**src/rtl/meta_flush_ctrl.sv**
```systemverilog
// meta_flush_ctrl
//   Owns the single port of a cache metadata flop array (valid/dirty per set,
//   combinational read). In IDLE it muxes the controller's lookup read and
//   update write onto the port. On flush_req it sweeps every set. Each
//   valid+dirty set is handed to the writeback path, and each set is then
//   cleared.
// Ports
//   clk0, rst0            clock, synchronous active-high reset
//   rd_addr/rd_data/rd_ok lookup read (rd_data is combinational from arr_dout0)
//   wr_valid/wr_addr/wr_din/wr_ready  update write (accepted on valid & ready)
//   flush_req/busy/flush_done         flush control and status
//   wb_req/wb_set/wb_ack              writeback handshake for one set
//   arr_csb0/arr_web0/arr_addr0/arr_din0/arr_dout0  metadata array port
module meta_flush_ctrl #(
  parameter int unsigned s_index   = 4,
  parameter int unsigned width     = 2,
  parameter int unsigned valid_bit = 0,
  parameter int unsigned dirty_bit = 1
) (
  input  logic               clk0,
  input  logic               rst0,
  input  logic [s_index-1:0] rd_addr,
  output logic [width-1:0]   rd_data,
  output logic               rd_ok,
  input  logic               wr_valid,
  input  logic [s_index-1:0] wr_addr,
  input  logic [width-1:0]   wr_din,
  output logic               wr_ready,
  input  logic               flush_req,
  output logic               busy,
  output logic               flush_done,
  output logic               wb_req,
  output logic [s_index-1:0] wb_set,
  input  logic               wb_ack,
  output logic               arr_csb0,
  output logic               arr_web0,
  output logic [s_index-1:0] arr_addr0,
  output logic [width-1:0]   arr_din0,
  input  logic [width-1:0]   arr_dout0
);

  localparam logic [s_index-1:0] last_idx = '1;

  typedef enum logic [2:0] {
    ST_IDLE,
    ST_CHECK,
    ST_WB_WAIT,
    ST_CLEAR,
    ST_DONE
  } state_e;

  state_e             state_q, state_d;
  logic [s_index-1:0] idx_q, idx_d;

  // Lookup data is the raw array read; rd_ok qualifies it.
  assign rd_data = arr_dout0;

  // State and sweep-index registers.
  always_ff @(posedge clk0) begin
    if (rst0) begin
      state_q <= ST_IDLE;
      idx_q   <= '0;
    end else begin
      state_q <= state_d;
      idx_q   <= idx_d;
    end
  end

  // Next-state and port mux.
  always_comb begin
    state_d    = state_q;
    idx_d      = idx_q;
    busy       = 1'b0;
    flush_done = 1'b0;
    wb_req     = 1'b0;
    wb_set     = '0;
    wr_ready   = 1'b0;
    rd_ok      = 1'b0;
    arr_csb0   = 1'b1;
    arr_web0   = 1'b1;
    arr_addr0  = '0;
    arr_din0   = '0;

    unique case (state_q)
      ST_IDLE: begin
        wr_ready = 1'b1;
        arr_csb0 = 1'b0;
        if (wr_valid) begin
          arr_web0  = 1'b0;
          arr_addr0 = wr_addr;
          arr_din0  = wr_din;
        end else begin
          arr_addr0 = rd_addr;
          rd_ok     = 1'b1;
        end
        // A write in the same cycle still lands before the sweep reads it.
        if (flush_req) begin
          state_d = ST_CHECK;
          idx_d   = '0;
        end
      end
      ST_CHECK: begin
        busy      = 1'b1;
        arr_csb0  = 1'b0;
        arr_addr0 = idx_q;
        if (arr_dout0[valid_bit] && arr_dout0[dirty_bit]) begin
          state_d = ST_WB_WAIT;
        end else begin
          state_d = ST_CLEAR;
        end
      end
      ST_WB_WAIT: begin
        busy   = 1'b1;
        wb_req = 1'b1;
        wb_set = idx_q;
        if (wb_ack) begin
          state_d = ST_CLEAR;
        end
      end
      ST_CLEAR: begin
        busy      = 1'b1;
        arr_csb0  = 1'b0;
        arr_web0  = 1'b0;
        arr_addr0 = idx_q;
        arr_din0  = '0;
        if (idx_q == last_idx) begin
          state_d = ST_DONE;
        end else begin
          idx_d   = idx_q + s_index'(1);
          state_d = ST_CHECK;
        end
      end
      ST_DONE: begin
        busy       = 1'b1;
        flush_done = 1'b1;
        state_d    = ST_IDLE;
      end
      default: begin
        state_d = ST_IDLE;
      end
    endcase

    // Reset holds every output quiet, and keeps the array deselected.
    if (rst0) begin
      busy       = 1'b0;
      flush_done = 1'b0;
      wb_req     = 1'b0;
      wb_set     = '0;
      wr_ready   = 1'b0;
      rd_ok      = 1'b0;
      arr_csb0   = 1'b1;
      arr_web0   = 1'b1;
      arr_addr0  = '0;
      arr_din0   = '0;
    end
  end

endmodule

```
**config.mk**
```make
export PLATFORM = sky130hd
export DESIGN_NAME = meta_flush_ctrl
export DESIGN_NICKNAME = d
export VERILOG_FILES = /design/src/rtl/meta_flush_ctrl.sv
export SDC_FILE = /design/constraint.sdc
export NUM_CORES = 1
export LEC_CHECK = 0
export ABC_CLOCK_PERIOD_IN_PS = 1600
export CAP_MARGIN = 20
export CORE_UTILIZATION = 37
export DETAILED_ROUTE_END_ITERATION = 10
export MAX_ROUTING_LAYER = met4
export PLACE_DENSITY_LB_ADDON = 0.15
export SYNTH_ARGS = -nofsm -noshare
export SYNTH_HDL_FRONTEND = slang
export SYNTH_SLANG_ARGS = --single-unit
```
**constraint.sdc**
```tcl
create_clock -name clk0 -period 1.6 [get_ports clk0]
set_clock_uncertainty 0.2 [all_clocks]
set_input_delay 0.16 -clock clk0 [delete_from_list [all_inputs] [get_ports clk0]]
set_output_delay 0.16 -clock clk0 [all_outputs]
set_load 0.02 [all_outputs]
```
# Yosys cells after proc, flatten, opt, wreduce, memory -nomap -nowiden
# Cells that the tools add are included.
# totals
regBits	7
input_bits	17
out_inout_bits	19
# op_classes
addsub	1
n_eq_ne	8
n_mux	31
reduce_logical	8
# op_table
operator	n
4-bit two-way mux	6
4-bit one-hot mux with 2 select lines	2
1-bit two-way mux	15
3-bit one-hot mux with 4 select lines	1
3-bit two-way mux	3
3-bit by 2-bit == test with 1-bit output (second input constant)	2
2-bit two-way mux	3
2-bit != test (second input constant)	3
4-bit by 1-bit adder with 4-bit output (second input constant)	1
4-bit == test (second input constant)	1
4-bit OR reduction	1
3-bit by 1-bit == test with 1-bit output (second input constant)	1
3-bit == test (second input constant)	1
3-bit logical NOT	1
3-bit AND reduction	1
3-bit OR reduction	1
1-bit one-hot mux with 2 select lines	1
2-bit AND reduction	1
2-bit nonzero test	1
2-bit OR reduction	1
1-bit logical AND	1

# Longest topological paths before layout
# Gate-level depths: netlist (run 1).
# depth
depth_word	4
mapped_depth	5

# Worst setup path before layout (run 1)
# Ideal clock, no wire load.
# synth_timing
kind	flip-flop to output port
from	register state_q[2]
to	output port rd_ok
t_arrival_ps	1376
required_time_ps	1240
slack_ps	-136
stages_incl_launch_ff	4
path_buffers	1
cell_sequence	dfxtp_1 or2_1 buf_2 nor4_1
# synth_between
elab_chain_cells	3
# synth_rtl
element	line_no	source
start, declared	52	state_e state_q, state_d;
start signal, assigned	64	state_q <= state_d;
3-bit logical NOT	84	unique case (state_q)
1-bit two-way mux	84	
1-bit two-way mux	144	if (rst0) begin
end, declared	24	output logic rd_ok,
# No other way between the ends.

# Worst setup path after layout (run 1)
# layout_timing
from	register state_q[0]
to	output port wb_set[1]
# layout_between
elab_chain_cells	3
# layout_rtl
element	line_no	source
3-bit by 2-bit == test with 1-bit output	84	
4-bit two-way mux	84	
4-bit two-way mux	144	
end, declared	33	output logic [s_index-1:0] wb_set,
# No other way between the ends.

==> run_results.csv, run 1 <==
group,metric,value,unit
run_status,status,"finished with violations",
run_status,violations,"setup timing",
power,power,0.000684,W
detailed_routing,wire_per_inst,13.7,um
logic_synthesis,ys_warn_count,0,
sta,worst_pin_slew,0.289,ns
logic_synthesis,syn_nets,93,
detailed_routing,wl,1920,um
logic_synthesis,synth-seq-area-share,22.6,%
floorplanning,design.die.area,1840,um2
setup_path,cp_max_fo,5,
detailed_routing,drt.antenna.violating_nets,0,
logic_synthesis,synth_top_cells_by_area,"dfxtp_1, mux2_2, a22oi_1",
sta,setup_viol,11,
sta,rsz0062_at_grt,"yes",
sta,setup_ws,-0.0875,ns
global_route,grt_first_pass_wirelength,3090,um
placement,io_buffers,35,
sta,finalCritPeriodShare,105,%
sta,slew_headroom,80.6,%
logic_synthesis,yosysTopAreaCellShare,22.6,%
logic_synthesis,synthDistinctLibCells,37,
logic_synthesis,synth_area_leader_cell,"dfxtp_1",
finish,layout-drive-gt1-share,54.8,%
detailed_routing,drcViolationCount,0,
setup_path,end_kind,"output port",
floorplanning,rows,14,
global_route,grt_start_max_net_pins,10,
power,p_leak,0.517,nW
placement,dp_slack,-0.649,ns
logic_synthesis,synth_seq_cells,7,
setup_path,cp.arrival,1.33,ns
clock_network,clock_latency,0.25,ns
sta,fmax,0.593,GHz
detailed_routing,num_vias,766,
power,p_per_area,571,nW/um2
clock_network,clock-sinks,7,
clock_network,htreeDepth,1,
floorplanning,start_util,40.2,%
finish,regArea,148,um2
floorplanning,dieWidth,42.9,um
detailed_routing,via_per_inst,5.47,
logic_synthesis,synth_cells,75,
detailed_routing,drt-initial-drc-count,14,
placement,dp_hpwl,1320,um
clock_network,cts_root_buf,"clkbuf_4",
finish,nets,143,
floorplanning,coreArea,1540,um2
logic_synthesis,syn_area,619,um2
clock_network,clkTransAtPathRegs,0.05,ns
sta,finalHoldViolations,0,
finish,multi_input_area,522,um2
floorplanning,die_h,42.9,um
logic_synthesis,syn_avg_cell_area,8.26,um2
detailed_routing,drt-pass1-iter-count,4,
global_route,antenna_found_initial,0,
finish,synthToLayoutAreaGrowth,93.3,%
setup_path,criticalPathCategory,"register to output port",
clock_network,cts_tree,"done",
sta,finalCriticalPeriod,1.69,ns
power,ir_drop,0.497,mV
floorplanning,ioPinCount,36,
global_route,track_usage,22.6,%
setup_path,worstSetupStartpointType,"register",
clock_network,cts_buffer_depth,2,
clock_network,cts_buffers,3,
sta,tns,-0.623,ns
placement,place.gp.congestion,0.747,
sta,report.final.slew_viol_count,0,
finish,diodes,0,
global_route,grt_overflow,0,
job,cap_viol_max_count,0,
finish,fillCellCount,119,
min_path,hold_path.class,"primary input to register",
setup_path,cp.required,1.24,ns
global_route,first_global_vias,741,
[metrics by stage]
step / cell area (um2) / instances / hold slack [ns] / utilization, %
after global placement: 1090 / 136 / 0.333 / 70.9
final: 1200 / 140 / 0.0653 / 77.7
after floorplan: 652 / 75 / 0.177 / -
after global routing: 1200 / 140 / 0.0847 / 77.7
after detailed placement: 1090 / 136 / 0.344 / 70.9
after CTS: 1150 / 140 / 0.361 / 74.7
[where the power goes]
group          leakage, nW  switching (W)  internal (W)  total (W)
sequential          0.0588     0.00000993      0.000183   0.000193
clock               0.0150      0.0000657     0.0000952   0.000161
combinational        0.443       0.000155      0.000175   0.000330
total                0.517       0.000231      0.000453   0.000684
[flip-flops by register name (all words and copies together), names as in the netlist]
name     count
idx_q        4
state_q      3
[final cells by class]
class | count | area share, %
Sequential cell | 7 | 12.3
Multi-Input combinational cell | 61 | 43.6
Timing Repair Buffer | 52 | 40.2
Tap cell | 16 | 1.67
Clock buffer | 4 | 2.19
[critical path, stage by stage (launching register included)]
cell,delay (ns)
dfxtp_4,0.36
or2b_1,0.27
nor2_4,0.18
and2_4,0.16
buf_6,0.11
[Yosys cell counts, drive strengths merged]
cell type and count:
a2111oi 1, a211oi 3, a21o 1, a21oi 6, a22oi 4, a31o 1, and2 4, and3 4
and3b 1, buf 6, clkbuf 1, dfxtp 7, ha 1, mux2 4, mux2i 1, nand2 4
nand2b 2, nand3 2, nand3b 1, nor2 7, nor2b 1, nor3 2, nor4 1, nor4b 1
o211ai 2, o21ai 1, or2 1, or2b 1, or3 1, or3b 1, or4b 1, xor2 1
[routing by layer]
layer	routed length, um	track usage (%)
met2	942	36.7
met3	152	3.40
met1	787	26.5
met5	0	-
met4	34	11.9
[final timing paths]
kind	slack [ns]	cells past startpoint	startpoint	endpoint
min	0.07	3	rst0	idx_q[0]
max	-0.09	4	state_q[0]	wb_set[1]
min reg2reg	0.35	2	state_q[2]	state_q[0]
max reg2reg	0.02	4	state_q[0]	idx_q[0]
[timing repair]
item,in CTS,in global routing
hold buffers,0,0
pin swaps,9,8
resized for setup,109,15
endpoints found under the setup margin,20,20
buffers inserted,0,0
[cell families after synthesis]
family                     count (synthesis)  share of synthesized area, %
adders and majority gates                  1                          2.02
buffers and inverters                      7                          7.68
and+or+nand+nor                           35                          35.2
AOI/OAI and AO/OA                         19                          22.2
muxes                                      5                          8.89
xor gates and xnor gates                   1                          1.41
DFF                                        7                          22.6
[layout by cell type (no fill, tap or decap), drive strengths merged, types with 4 or more instances in the layout]
cell type      count
and3               4
and2               4
mux2               4
dfxtp              7
clkdlybuf4s50     14
nor2               7
a21oi              6
clkbuf             4
a22oi              4
buf               34
nand2              4
(Power assumes the default switching activity.)
==> inputs of run 2 (changes only) <==
--- a/config.mk
+++ b/config.mk
@@ -7,7 +7,8 @@
 export LEC_CHECK = 0
 export ABC_CLOCK_PERIOD_IN_PS = 1600
 export CAP_MARGIN = 20
-export CORE_UTILIZATION = 37
+export CORE_UTILIZATION = 38
+export CTS_BUF_LIST = sky130_fd_sc_hd__clkbuf_4 sky130_fd_sc_hd__clkbuf_8
 export DETAILED_ROUTE_END_ITERATION = 10
 export MAX_ROUTING_LAYER = met4
 export PLACE_DENSITY_LB_ADDON = 0.15
==> run_results.csv, run 2 (synthesized netlist as in run 1, its figures left out) <==
group,metric,value,unit
run_status,status,"finished with violations",
run_status,violations,"setup timing",
placement,io_buffers,35,
detailed_routing,routed.top_layer,"met4",
floorplanning,dieWidth,42.4,um
clock_network,cts_tree,"done",
power,p_leak,0.508,nW
global_route,antenna_found_initial,0,
placement,dp_hpwl,1400,um
detailed_routing,wl_met1,733,um
setup_path,cp.required,1.24,ns
sta,setup_viol,14,
setup_path,rr_startpoint,"idx_q[0]",
floorplanning,ioPinCount,36,
clock_network,cts_buffers,3,
setup_path,end_kind,"output port",
finish,top_regs,"idx_q (4), state_q (3)",
global_route,track_usage,23.1,%
floorplanning,rows,14,
sta,worst_pin_slew,0.304,ns
power,ir_drop,0.545,mV
sta,fmax,0.596,GHz
clock_network,htreeDepth,1,
setup_path,cp.arrival,1.32,ns
sta,setup_ws,-0.0788,ns
job,cap_viol_max_count,0,
floorplanning,die_h,42.4,um
finish,final_cell_mix,"buf_6, buf_4, clkdlybuf4s50_1",
detailed_routing,drt.antenna.violating_nets,0,
placement,dp_cells,134,
detailed_routing,num_vias,782,
detailed_routing,drcViolationCount,0,
global_route,grt_start_max_net_pins,10,
sta,slew_headroom,79.6,%
floorplanning,design.die.area,1800,um2
clock_network,cts_buffer_depth,2,
detailed_routing,drt-initial-drc-count,5,
setup_path,r2r_setup_slack,0.07,ns
placement,place.gp.congestion,0.731,
sta,tns,-0.635,ns
setup_path,reg2reg_to,"idx_q[0]",
finish,synthToLayoutAreaGrowth,90.9,%
clock_network,clock-sinks,7,
sta,holdWs,0.0701,ns
sta,finalCritPeriodShare,105,%
clock_network,clock_latency,0.26,ns
global_route,grt_first_pass_wirelength,3120,um
clock_network,clkTransAtPathRegs,0.06,ns
floorplanning,start_util,41.1,%
detailed_routing,drt-pass1-iter-count,4,
global_route,grt_overflow,0,
sta,finalHoldViolations,0,
global_route,first_global_vias,750,
setup_path,cp_max_fo,3,
power,p_per_area,589,nW/um2
finish,stdcell_count,139,
finish,layout_commonest_cell,"buf_6",
sta,rsz0062_at_grt,"yes",
floorplanning,coreArea,1510,um2
setup_path,ff2ff_path_depth,4,
detailed_routing,wl,1810,um
min_path,hold_path.class,"primary input to register",
finish,largest_reg_flops,4,
finish,layout-drive-gt1-share,52.8,%
setup_path,crit_path_start,"state_q[2]",
detailed_routing,wire_per_inst,13.0,um
detailed_routing,wl_met3,140,um
finish,diodes,0,
setup_path,worstSetupStartpointType,"register",
clock_network,cts_root_buf,"clkbuf_4",
detailed_routing,dr_wl_met2,897,um
sta,report.final.slew_viol_count,0,
setup_path,criticalPathCategory,"register to output port",
setup_path,worstSetupEndpoint,"arr_din0[1]",
finish,nets,142,
finish,max_flop_register,"idx_q",
sta,finalCriticalPeriod,1.68,ns
detailed_routing,via_per_inst,5.63,
run 2: changes by cell type in the layout (fill, tap and decap cells not counted), sizes merged:
| cell | previous run | this run |
|---|---|---|
| dlymetal6s2s | 2 | 1 |
| dlygate4sd2 | 1 | 2 |
| buf | 34 | 33 |
run 2: worst min path at each step:
stage	start	to	slack, ns	depth (start not counted)
final	rst0	idx_q[0]	0.07	3
after global routing	rst0	idx_q[0]	0.10	3
after CTS	state_q[2]	state_q[0]	0.35	2
after detailed placement	state_q[2]	state_q[0]	0.34	2
after global placement	state_q[2]	state_q[0]	0.33	2
after floorplan	rst0	idx_q[0]	0.18	2
run 2: where the power goes:
group | internal [W] | switching [W] | total [W]
sequential | 0.000183 | 0.00000863 | 0.000191
clock | 0.000113 | 0.0000740 | 0.000187
combinational | 0.000172 | 0.000147 | 0.000319
total | 0.000467 | 0.000230 | 0.000696
run 2: area by class of cell:
class,count,area (um2)
Sequential cell,7,146
Multi-Input combinational cell,61,503
Fill cell,106,324
Clock buffer,4,30.0
Tap cell,16,20.0
Timing Repair Buffer,51,483
run 2: worst max-delay path, stage by stage, from the launching register on:
cell and delay (ns):
dfxtp_2 0.32, or2_4 0.28, nor3_4 0.15, and3_4 0.21, buf_6 0.11
run 2: per-layer routing:
| layer | GRT usage, % | vias to the layer above |
|---|---|---|
| met5 | - | - |
| met4 | 14.4 | 0 |
| met3 | 5.17 | 5 |
| met2 | 37.5 | 36 |
| met1 | 25.5 | 369 |
| li1 | - | 372 |
run 2: timing repair:
item	in CTS	in global routing
pin swaps	5	3
setup endpoints to repair	20	19
endpoints found under the hold margin	0	0
buffers inserted	0	1
hold buffers	0	0
resized for setup	105	18
run 2: metrics by stage:
| stage | setup WS, ns | power, W | instance area, um2 | util [%] |
|---|---|---|---|---|
| 6_report | -0.0788 | 0.000696 | 1180 | 78.5 |
| 5_1_grt | -0.160 | 0.000729 | 1180 | 78.5 |
| 4_1_cts | -0.0939 | 0.000671 | 1110 | 73.8 |
| 3_5_place_dp | -0.655 | 0.000485 | 1080 | 71.6 |
| 3_3_place_gp | -0.616 | 0.000478 | 1080 | 71.6 |
| 2_1_floorplan | -0.0102 | 0.000353 | 652 | - |
